File: config.mk
export PLATFORM = sky130hd
export DESIGN_NAME = sync_bank
export DESIGN_NICKNAME = d
export VERILOG_FILES = /design/src/rtl/sync_bank.sv
export SDC_FILE = /design/constraint.sdc
export NUM_CORES = 1
export LEC_CHECK = 0
export CAP_MARGIN = 20
export CORE_AREA = 8 8 58 72
export CTS_BUF_LIST = sky130_fd_sc_hd__clkbuf_4 sky130_fd_sc_hd__clkbuf_8
export CTS_CLUSTER_DIAMETER = 200
export DETAILED_ROUTE_END_ITERATION = 12
export DIE_AREA = 0 0 66 80
export GPL_ROUTABILITY_DRIVEN = 1
export PLACE_DENSITY = 0.61
export SYNTH_ARGS = -nofsm -noshare
export SYNTH_HDL_FRONTEND = slang
export SYNTH_SLANG_ARGS = --single-unit
File: constraint.sdc
create_clock -name clk -period 2.9 [get_ports clk]
set_input_delay 0.58 -clock clk [delete_from_list [all_inputs] [get_ports clk]]
set_output_delay 0.58 -clock clk [all_outputs]
set_load 0.03 [all_outputs]
File: src/rtl/sync_bank.sv
// sync_bank: bank of multi-flop synchronizers with edge pulses, plus a gray-coded pointer channel.
// Define SYNC_BANK_FILTER_EN to compile in the per-channel level stability filter.
module sync_bank #(
    parameter int CHANNELS      = 4,
    parameter int STAGES        = 2,
    parameter int FILTER_CYCLES = 3,
    parameter int GRAY_WIDTH    = 5
) (
    input  logic                  clk,
    input  logic                  resetn,
    input  logic [CHANNELS-1:0]   async_in,
    output logic [CHANNELS-1:0]   level_out,
    output logic [CHANNELS-1:0]   rise_pulse,
    output logic [CHANNELS-1:0]   fall_pulse,
    input  logic [GRAY_WIDTH-1:0] gray_in,
    output logic [GRAY_WIDTH-1:0] gray_out,
    output logic [GRAY_WIDTH-1:0] bin_out,
    output logic                  ptr_changed
);

    generate
        if (STAGES < 2) begin : g_bad_stages
            $error("sync_bank: STAGES must be at least 2");
        end
        if (GRAY_WIDTH < 2) begin : g_bad_gray
            $error("sync_bank: GRAY_WIDTH must be at least 2");
        end
        if (FILTER_CYCLES < 0) begin : g_bad_filter
            $error("sync_bank: FILTER_CYCLES must not be negative");
        end
    endgenerate

    function automatic logic [GRAY_WIDTH-1:0] gray2bin(input logic [GRAY_WIDTH-1:0] g);
        logic [GRAY_WIDTH-1:0] b;
        b[GRAY_WIDTH-1] = g[GRAY_WIDTH-1];
        for (int i = GRAY_WIDTH - 2; i >= 0; i--) begin
            b[i] = b[i+1] ^ g[i];
        end
        return b;
    endfunction

    logic [CHANNELS-1:0]   lvl_sync_p  [STAGES];
    logic [GRAY_WIDTH-1:0] gray_sync_p [STAGES];
    logic [CHANNELS-1:0]   sync_last;
    logic [CHANNELS-1:0]   level;
    logic [CHANNELS-1:0]   level_d;
    logic [GRAY_WIDTH-1:0] bin_q;
    logic [GRAY_WIDTH-1:0] bin_d;

    // Synchronizer chains: stage 0 samples the asynchronous inputs
    always_ff @(posedge clk or negedge resetn) begin
        if (!resetn) begin
            for (int s = 0; s < STAGES; s++) begin
                lvl_sync_p[s]  <= '0;
                gray_sync_p[s] <= '0;
            end
        end else begin
            lvl_sync_p[0]  <= async_in;
            gray_sync_p[0] <= gray_in;
            for (int s = 1; s < STAGES; s++) begin
                lvl_sync_p[s]  <= lvl_sync_p[s-1];
                gray_sync_p[s] <= gray_sync_p[s-1];
            end
        end
    end

    assign sync_last = lvl_sync_p[STAGES-1];

    // Level stage: optional stability filter between the sync chain and level_out
`ifdef SYNC_BANK_FILTER_EN
    generate
        if (FILTER_CYCLES > 0) begin : g_filter
            localparam int CNT_W = $clog2(FILTER_CYCLES + 1);
            localparam logic [CNT_W-1:0] CNT_LAST = CNT_W'(FILTER_CYCLES - 1);

            logic [CNT_W-1:0]    stable_cnt [CHANNELS];
            logic [CHANNELS-1:0] level_q;

            always_ff @(posedge clk or negedge resetn) begin
                if (!resetn) begin
                    level_q <= '0;
                    for (int c = 0; c < CHANNELS; c++) begin
                        stable_cnt[c] <= '0;
                    end
                end else begin
                    for (int c = 0; c < CHANNELS; c++) begin
                        if (sync_last[c] != level_q[c]) begin
                            // The FILTER_CYCLES-th consecutive disagreement commits the new level
                            if (stable_cnt[c] == CNT_LAST) begin
                                level_q[c]    <= sync_last[c];
                                stable_cnt[c] <= '0;
                            end else begin
                                stable_cnt[c] <= stable_cnt[c] + 1'b1;
                            end
                        end else begin
                            stable_cnt[c] <= '0;
                        end
                    end
                end
            end

            assign level = level_q;
        end else begin : g_no_filter
            assign level = sync_last;
        end
    endgenerate
`else
    assign level = sync_last;
`endif

    // Edge and pointer stage: delayed copies for pulse decode, registered gray-to-binary
    always_ff @(posedge clk or negedge resetn) begin
        if (!resetn) begin
            level_d <= '0;
            bin_q   <= '0;
            bin_d   <= '0;
        end else begin
            level_d <= level;
            bin_q   <= gray2bin(gray_sync_p[STAGES-1]);
            bin_d   <= bin_q;
        end
    end

    assign level_out   = level;
    assign rise_pulse  = level & ~level_d;
    assign fall_pulse  = ~level & level_d;
    assign gray_out    = gray_sync_p[STAGES-1];
    assign bin_out     = bin_q;
    assign ptr_changed = (bin_q != bin_d);

endmodule

Word level (Yosys, flattened, before mapping)
Index checks and enable logic that the tools add are counted.
Word-level totals
  register bits: 32
  bits in latches: 0
  memory bits (writable): 0
  memory bits (read-only): 0
  input port bits: 11
  word-level logic and storage cells: 16
  memories: 0
Cells by class
  $add $sub $neg: 0
  $mul: 0
  divide/modulo/power cells: 0
  $lt $le $gt $ge: 0
  equality and inequality tests: 1
  shift operators: 0
  muxes and demuxes: 0
  bitwise operators: 8
  reduce and logical (&&, ||, !) cells: 0
Operator list (count)
  $and A4 B4 Y4: 2
  $not A4 Y4: 2
  $ne A5 B5 Y1: 1
  $xor A1 B1 Y1: 4

Longest topological paths before layout
Gate-level depths: netlist of the first run.
  depth after elaboration: 4
  mapped depth: 3
  gate-level depth less buffers: 3

Worst setup path before layout of the first run
OpenSTA, ideal clock, no wires.
  path kind: register to output
  start: reg bin_q[0], in the netlist bin_out[0]
  end: out ptr_changed
  data arrival time: 1.120 ns
  required time: 2.320 ns
  path slack: 1.200 ns
  stages on the path, launching flop included: 4
  path buffers: 0
  cell sequence: dfrtp_1 xor2_1 nor3_1 nand3_1
On the way
  longest elaborated chain between the ends: 1
RTL lines
  from (decl): RTL line 47  | logic [GRAY_WIDTH-1:0] bin_q;
  from (signal assigned): RTL line 119  | bin_q <= gray2bin(gray_sync_p[STAGES-1]);
  $ne A5 B5 Y1: RTL line 129  | assign ptr_changed = (bin_q != bin_d);
  to (decl): RTL line 18  | output logic ptr_changed
Every way passes these cells.

Worst setup path after layout of the first run
Ends and elaborated chain as after synthesis.

==> results.toml, run 1 <==
[sta]
rsz0062_at_grt = "no"
fmax_mhz = 440
tns_ns = 0
hold_viol_final = 0
layout_setup_ws_ns = 0.628
hold_ws_ns = 0.346
finalSetupViolations = 0
period_share_pct = 78.3
finClkSkew_ns = 0.00378
drv_slew = 0
worstMarginPinSlew_ns = 0.387
slew_headroom_pct = 74.2
period_needed_ns = 2.27

[grt]
use_met2_pct = 10.9
overflow = 0
antenna_found_initial = 0
first_global_vias = 561
grt.met3_usage_pct = 4.07
grtUsageMet1_pct = 5.18
grt_util_all_layers_pct = 6.50
grt_pass1_wl_mm = 2.44
grt.busiest_layer = "met2"
grt_max_degree = 33

[pwr]
finalPower_mw = 0.943
ir_worst_vdd_v = 0.000350
p_per_area_nw_per_um2 = 670
power_leakage_nw = 0.595

[critical_path]
critPathCaptureType = "primary output"
crit_slowest_cell = "clkdlybuf4s50_1"
crit_required_ns = 2.32
worst-setup-path-type = "reg -> out"
worstPathArrival_ns = 1.69
path_cells = "xor2_1 > nor3_1 > nand3_1 > clkdlybuf4s50_1"
max_stage_delay_ns = 0.61
ff2ff_setup_slack_ns = 1.81
ff2ff_path_depth = 3
startpoint_type = "flip-flop"
critPathMaxFanout = 3

[placement]
routabilityCongestion = 0.662
portBuffers = 33
post-place-ws_ns = 0.878
post-dp-hpwl_mm = 1.21

[synthesis]
ys.warnings.count = 0
synth_cells = 61
syn_nets = 72
syn_area_per_cell_sq_um = 16.8
synth_cell_types = 8
synth_seq_area_share_pct = 78.2
yosysTopAreaCellShare_pct = 78.2
yosys.area.top_type = "dfrtp_1"
ys_top_cells_by_area = "dfrtp_1 (78%), buf_4 (6.6%), nor2b_1 (4.9%)"
synth_area_sq_um = 1020
ys_ff_latch = 32

[run_status]
status = "completed"

[clocking]
postCtsResizedCells = 0
insertion_delay_ns = 0.27
clkTransAtPathRegs_ns = 0.06
post-cts-setup-buffers = 0
clockBufferDepth = 2
cts_tree = "done"
ctsHoldBuffers = 0
numCtsBuffers = 5
cts_num_sinks = 32
htreeDepth = 2
clockRootBuffer = "clkbuf_8"

[worst_hold_path]
min_path_cells = 0
min_path_type = "reg -> reg"

[drt]
drt-total-wl_mm = 1.57
ant_nets = 0
first_pass_iters = 3
remaining_drc_errors = 0
vias_per_cell = 3.97
drtIter0Drc = 16
wl_per_cell_um = 12.3
vias = 508

[cells_and_area]
nets = 104
area_delta_synth_final_pct = 37.7
drive_above_1_share_pct = 7.69
post-route-util_pct = 45.3
diodes = 0
fill_cells = 291

[floorplan]
fp.dieW_um = 66
rows = 23
top_level_ports = 34
die_area_sq_um = 5280
core_area_sq_um = 3110
die_h_um = 80
initial_core_util_pct = 32.9

[job]
drv_cap = 0
[path summary, 6_finish.rpt]
check / start / end
worst max register to register: gray_out[3] / bin_out[0]
worst min-delay path: lvl_sync_p[4] / level_out[0]
max in group asynchronous: resetn / bin_d[3]
worst min register to register: lvl_sync_p[4] / level_out[0]
min in group asynchronous: resetn / level_out[2]
worst max-delay path: bin_out[0] / ptr_changed
[synth_stat cells (all sizes together)]
cell    n
xnor2   4
nor3    1
dfrtp  32
nand3   1
nor2b   8
xor2    6
buf     9
[state kept, by name, summed over array words and instances (netlist names)]
name and count:
bin_d 5, gray_sync_p 5, lvl_sync_p 4, level_out 4
level_d 4, bin_out 5, gray_out 5
[cell type report]
type / count / area (sq um) / area share [%]
Timing Repair Buffer: 34 / 338 / 24.0
Clock buffer: 5 / 68.8 / 4.88
Multi-Input combinational cell: 20 / 155 / 11.0
Tap cell: 37 / 46.3 / 3.29
Sequential cell: 32 / 801 / 56.8
[placed cells by master, fill, tap and decap left out]
cell	instances
clkdlybuf4s50_1	33
buf_4	1
nor3_1	1
clkbuf_8	5
xor2_2	1
nand3_1	1
nor2b_1	8
dfrtp_1	32
xnor2_1	4
xor2_1	5
[where the power goes]
group          internal, mW  switching, mW  leakage (nW)
Clock                 0.154          0.128        0.0359
Combinational        0.0725         0.0826         0.186
Sequential            0.484         0.0222         0.373
[critical path: cells and delay by family, from the launching register on]
family | cells | cell delay (ns)
buffers and inverters | 1 | 0.61
flip-flops | 1 | 0.39
AND/OR/NAND/NOR | 2 | 0.28
XOR/XNOR | 1 | 0.15
[kinds of logic (layout without fill, tap and decap cells)]
| family | after synthesis | count (layout) | share of synthesized area [%] |
|---|---|---|---|
| buf+inv | 9 | 39 | 6.60 |
| simple gates | 10 | 10 | 5.87 |
| flops | 32 | 32 | 78.2 |
| xor+xnor | 10 | 10 | 9.29 |
[routing by layer]
metal  wire length, um  part of all wire [%]
met3               191                    12
met4                29                   1.8
met5                 0                     0
met1               574                    37
met2               776                    49
[per-stage QoR]
stage	cells	area, sq um
after floorplan	61	1020
after global placement	123	1340
after detailed placement	123	1340
after CTS	128	1410
after global routing	128	1410
final	128	1410
(Power assumes the default switching activity.)
==> inputs of run 2 (changes only) <==
Settings changed: PLACE_DENSITY 0.61 to 0.63.
Clock period 2.9 ns to 2.03 ns, I/O delays scaled along.
==> run 2 against run 1 <==
Combinational power rose by 42%. Largest cell class unchanged. Register-to-register slack lost 0.85 ns. Worst setup slack got worse by 0.50 ns. Sequential power increased by 43%. Flip-flop and latch count did not move. Total power up 62%. Cell count up 2.3%. Utilization grew 1.3 points. Sequential share of layout area is 1.6 points lower.
==> results.toml, run 2 (synthesized netlist as in run 1, its figures left out) <==
[cells_and_area]
drive_above_1_share_pct = 10.6
nets = 104
fill_cells = 288
area_delta_synth_final_pct = 41.7
multi_input_area_sq_um = 155
seqCellArea_sq_um = 801
most-common-layout-cells = "dfrtp_1 (32), clkdlybuf4s50_1 (32), nor2b_1 (8)"
diodes = 0

[clocking]
cts_num_sinks = 32
htreeDepth = 2
clkTransAtPathRegs_ns = 0.06
numCtsBuffers = 5
post-cts-setup-buffers = 0
clockRootBuffer = "clkbuf_8"
clockBufferDepth = 2
cts_tree = "done"
insertion_delay_ns = 0.27

[drt]
vias_per_cell = 4.03
ant_nets = 0
vias = 528
wl_per_cell_um = 11.8
drt-total-wl_mm = 1.55
drtIter0Drc = 9
remaining_drc_errors = 0
first_pass_iters = 3

[floorplan]
initial_core_util_pct = 32.9
die_area_sq_um = 5280
fp.dieW_um = 66
die_h_um = 80
rows = 23
top_level_ports = 34
core_area_sq_um = 3110

[placement]
routabilityCongestion = 0.724
portBuffers = 33
post-place-ws_ns = 0.207

[grt]
first_global_vias = 558
grt_util_all_layers_pct = 6.47
overflow = 0
antenna_found_initial = 0
grt_pass1_wl_mm = 2.47
grt_max_degree = 33

[critical_path]
ff2ff_setup_slack_ns = 0.96
r2r_start = "gray_out[3]"
crit_required_ns = 1.62
critPathCaptureType = "primary output"
startpoint_type = "flip-flop"
crit_family = "buffers and inverters"
crit_slowest_cell = "clkdlybuf4s50_1"
ff2ff_path_depth = 3
max_stage_delay_ns = 0.68
worstPathArrival_ns = 1.50
path_buf_inv = 1
reg2reg_to = "bin_out[0]"
worst-setup-path-type = "reg -> out"
path_cells = "nor2b_1 > clkdlybuf4s50_1"
critPathMaxFanout = 4

[sta]
period_needed_ns = 1.90
hold_ws_ns = 0.347
drv_slew = 0
tns_ns = 0
slew_headroom_pct = 74.5
period_share_pct = 93.7
finalSetupViolations = 0
layout_setup_ws_ns = 0.128
rsz0062_at_grt = "no"
worstMarginPinSlew_ns = 0.383
finClkSkew_ns = 0.00211
hold_viol_final = 0
fmax_mhz = 526

[worst_hold_path]
min_path_cells = 0
min_path_type = "reg -> reg"
min_from = "gray_sync_p[7]"
holdPathEnd = "gray_out[2]"

[run_status]
status = "completed"

[pwr]
ir_worst_vdd_v = 0.000519
power_leakage_nw = 0.616
p_per_area_nw_per_um2 = 1050

[job]
drv_cap = 0
-- run 2: cell count changes in the layout (fill, tap and decap cells not counted), sizes merged --
cell / before / now
clkinv: 0 / 1
clkdlybuf4s50: 33 / 32
bufinv: 0 / 1
clkbuf: 5 / 6
dlygate4sd2: 0 / 1
-- run 2: per-layer routing --
metal,GRT usage (%),wire (um),up-vias
met3,4.78,232,5
li1,-,-,241
met5,0,0,-
met4,3.85,35,0
met1,5.86,540,253
met2,10.2,738,29
-- run 2: worst max path at each step --
| stage | to | slack (ns) | cells past startpoint | from |
|---|---|---|---|---|
| after floorplan | ptr_changed | 0.50 | 3 | bin_out[0] |
| after global placement | ptr_changed | 0.25 | 4 | bin_out[0] |
| after detailed placement | ptr_changed | 0.21 | 4 | bin_out[0] |
| after CTS | rise_pulse[0] | 0.09 | 2 | level_out[0] |
| after global routing | rise_pulse[0] | 0.04 | 2 | level_out[0] |
| final | rise_pulse[0] | 0.13 | 2 | level_out[0] |
-- run 2: final cells by class --
class                   instances  share of cell area (%)
clock inverters                 2                    2.42
repair buffers                 34                    23.2
multi-input cells              20                    10.7
well taps                      37                    3.19
flip-flops and latches         32                    55.2
clock buffers                   6                    5.26
-- run 2: report_power, final --
group          internal (mW)  leakage, nW  switching [mW]
sequential             0.691        0.373          0.0334
clock                  0.377       0.0586           0.204
combinational          0.102        0.184           0.118
total                   1.17        0.616           0.355
-- run 2: through the flow --
step | std cells | util (%) | power, mW | area, sq um
CTS | 131 | 46.7 | 1.56 | 1450
global route | 131 | 46.7 | 1.60 | 1450
global placement | 123 | 43.1 | 0.956 | 1340
detailed placement | 123 | 43.1 | 0.963 | 1340
finish | 131 | 46.7 | 1.53 | 1450
floorplan | 61 | - | 0.859 | 1020
-- run 2: timing repair --
item,4_1_cts,5_1_grt
resized for setup,1,0
hold endpoints to repair,0,0
hold buffers,0,0
setup endpoints to repair,1,0
==> RTL change: new RTL, config.mk and constraints of run 2 <==
Set the parameter `CHANNELS` to 8 (it was 4).
--- a/src/rtl/sync_bank.sv
+++ b/src/rtl/sync_bank.sv
@@ -1,7 +1,7 @@
 // sync_bank: bank of multi-flop synchronizers with edge pulses, plus a gray-coded pointer channel.
 // Define SYNC_BANK_FILTER_EN to compile in the per-channel level stability filter.
 module sync_bank #(
-    parameter int CHANNELS      = 4,
+    parameter int CHANNELS      = 8,
     parameter int STAGES        = 2,
     parameter int FILTER_CYCLES = 3,
     parameter int GRAY_WIDTH    = 5
Ports: changed (resized async_in, fall_pulse, level_out and rise_pulse); port bits go from 34 to 50. No check against the original RTL was run, so the function may have changed too.
==> RTL change against run 2 <==
- clock power is 14% lower
- first-iteration DRC count increased by 89%
- hold slack lost 0.27 ns
- die area did not move
- global-route usage rose by 3.2 points
- setup slack worse by 0.048 ns
- non-clock buffer count rose by 16
- sequential power increased by 35%
- largest cell class unchanged
- design area increased by 33%
- sequential share of layout area is 2.0 points higher
- sequential cell count grew 12
- total power rose by 16%
- area after synthesis grew 37%
- routed wire length up 53%
- largest power group unchanged
==> RTL change: results (changes against run 2) <==
* ANT cells at 0 (unchanged)
* Total track usage at 0.0965 (+0.0317)
* Wire length of the first global-routing pass at 3.86 mm (+56%)
* CTS root buffer: clkbuf_8
* Outcome: finished clean
* Syn nets at 100 (+39%)
* Most instantiated cells after synthesis: dfrtp_1 (44), nor2b_1 (16), buf_4 (13)
* Number of vias per cell at 4.37 (+8.4%)
* Port Buffers at 49 (+48%)
* Largest net degree at the start of global routing at 24 (-27%)
* Vias in the first global route at 825 (+48%)
* Yosys synthesis warning count at 0 (unchanged)
* Max incr delay on CP at 0.70 ns (+0.02 ns)
* Met1 wire length at 864 um (+60%)
* Met3 WL at 219 um (-5.6%)
* Final std cells w/o fill at 166 (+27%)
* Pre-CTS WS at 0.195 ns (-0.0128 ns)
* Worst Clk Skew at 0.00360 ns (+0.00149 ns)
* Drt pass-1 iters at 2 (-1)
* Placed cell areas at 0.00185 sq mm (+38%)
* Clk Latency, worst-skew pair at 0.28 ns
* Share of cells above drive strength 1 at 0.0775 (-0.0289)
* Measured slew at the worst slew-check pin at 0.480 ns (+0.0976 ns)
* Clock-pin transition on the worst setup and hold timing paths at 0.07 ns
* Nets at 144 (+38%)
* Post-Syn Instances at 85 (+39%)
* Met2 routed WL at 1.25 mm (+69%)
* DR WL/cell at 14.3 um (+21%)
* Lkg Pwr at 0.819 nW (+33%)
* Final GP Congestion at 0.713 (-1.6%)
* Synth cell types at 8 (unchanged)
* H-tree depth at 2 (unchanged)
* Sequential fraction of the synthesis area at 0.784 (+0.00192)
* Hold Crit Class: input port to async pin
* Slowest stage cell, crit path: clkdlybuf4s50_1
* Area contributors post-synth: dfrtp_1 (78%), nor2b_1 (7.1%), buf_4 (7.0%), xor2_1 (3.1%), xnor2_1 (2.5%)
* CP Data Arrival Time at 1.54 ns (+0.04 ns)
* Iter 0 DRT Violations at 17 (+8)
* Max IR drop VDD at 0.000649 V (+25%)
* # Post-CTS Setup Buffers at 0 (unchanged)
* Placed Cells at 159 (+29%)
==> RTL change: cell types whose count changed in the layout (fill, tap and decap cells not counted), sizes merged <==
cell,run 2,this run
clkdlybuf4s50,32,47
dfrtp,32,44
bufinv,1,0
buf,1,2
nor2b,8,16
==> RTL change: logic make-up (layout without fill, tap and decap cells) <==
logic type	Yosys count	in the layout	synth area share
AND/OR/NAND/NOR	18	18	0.0784
buffers and inverters	13	57	0.0695
XOR/XNOR	10	10	0.0677
flip-flops	44	44	0.784
==> RTL change: power breakdown <==
group,total (W),switching (W),internal (W)
Combinational,0.000289,0.000157,0.000132
Sequential,0.000981,0.0000397,0.000941
Clock,0.000500,0.000253,0.000247
Total,0.00177,0.000449,0.00132
==> RTL change: worst paths after layout <==
kind	from	to	slack, ns
worst max-delay path	level_out[3]	fall_pulse[3]	0.08
worst min-delay path	resetn	level_out[4]	0.08
worst max register to register	gray_out[3]	bin_out[0]	0.94
worst min register to register	lvl_sync_p[10]	level_out[2]	0.35
max in group asynchronous	resetn	bin_d[1]	1.29
min in group clk	lvl_sync_p[10]	level_out[2]	0.35
==> RTL change: layout make-up <==
cell class | instances | area [sq um]
clock buffers | 6 | 76.3
clock inverters | 1 | 5.00
repair buffers | 50 | 492
multi-input cells | 28 | 205
fillers | 259 | 1180
well taps | 37 | 46.3
flip-flops and latches | 44 | 1100
==> RTL change: timing repair <==
item | CTS | global route
hold buffers | 0 | 0
endpoints found under the setup margin | 1 | 0
gates resized for setup | 1 | 0
==> RTL change: routing by layer <==
layer | GRT usage | up-vias
met5 | 0 | -
met4 | 0.0514 | 0
met3 | 0.0435 | 4
met2 | 0.159 | 28
met1 | 0.0997 | 361
li1 | - | 332
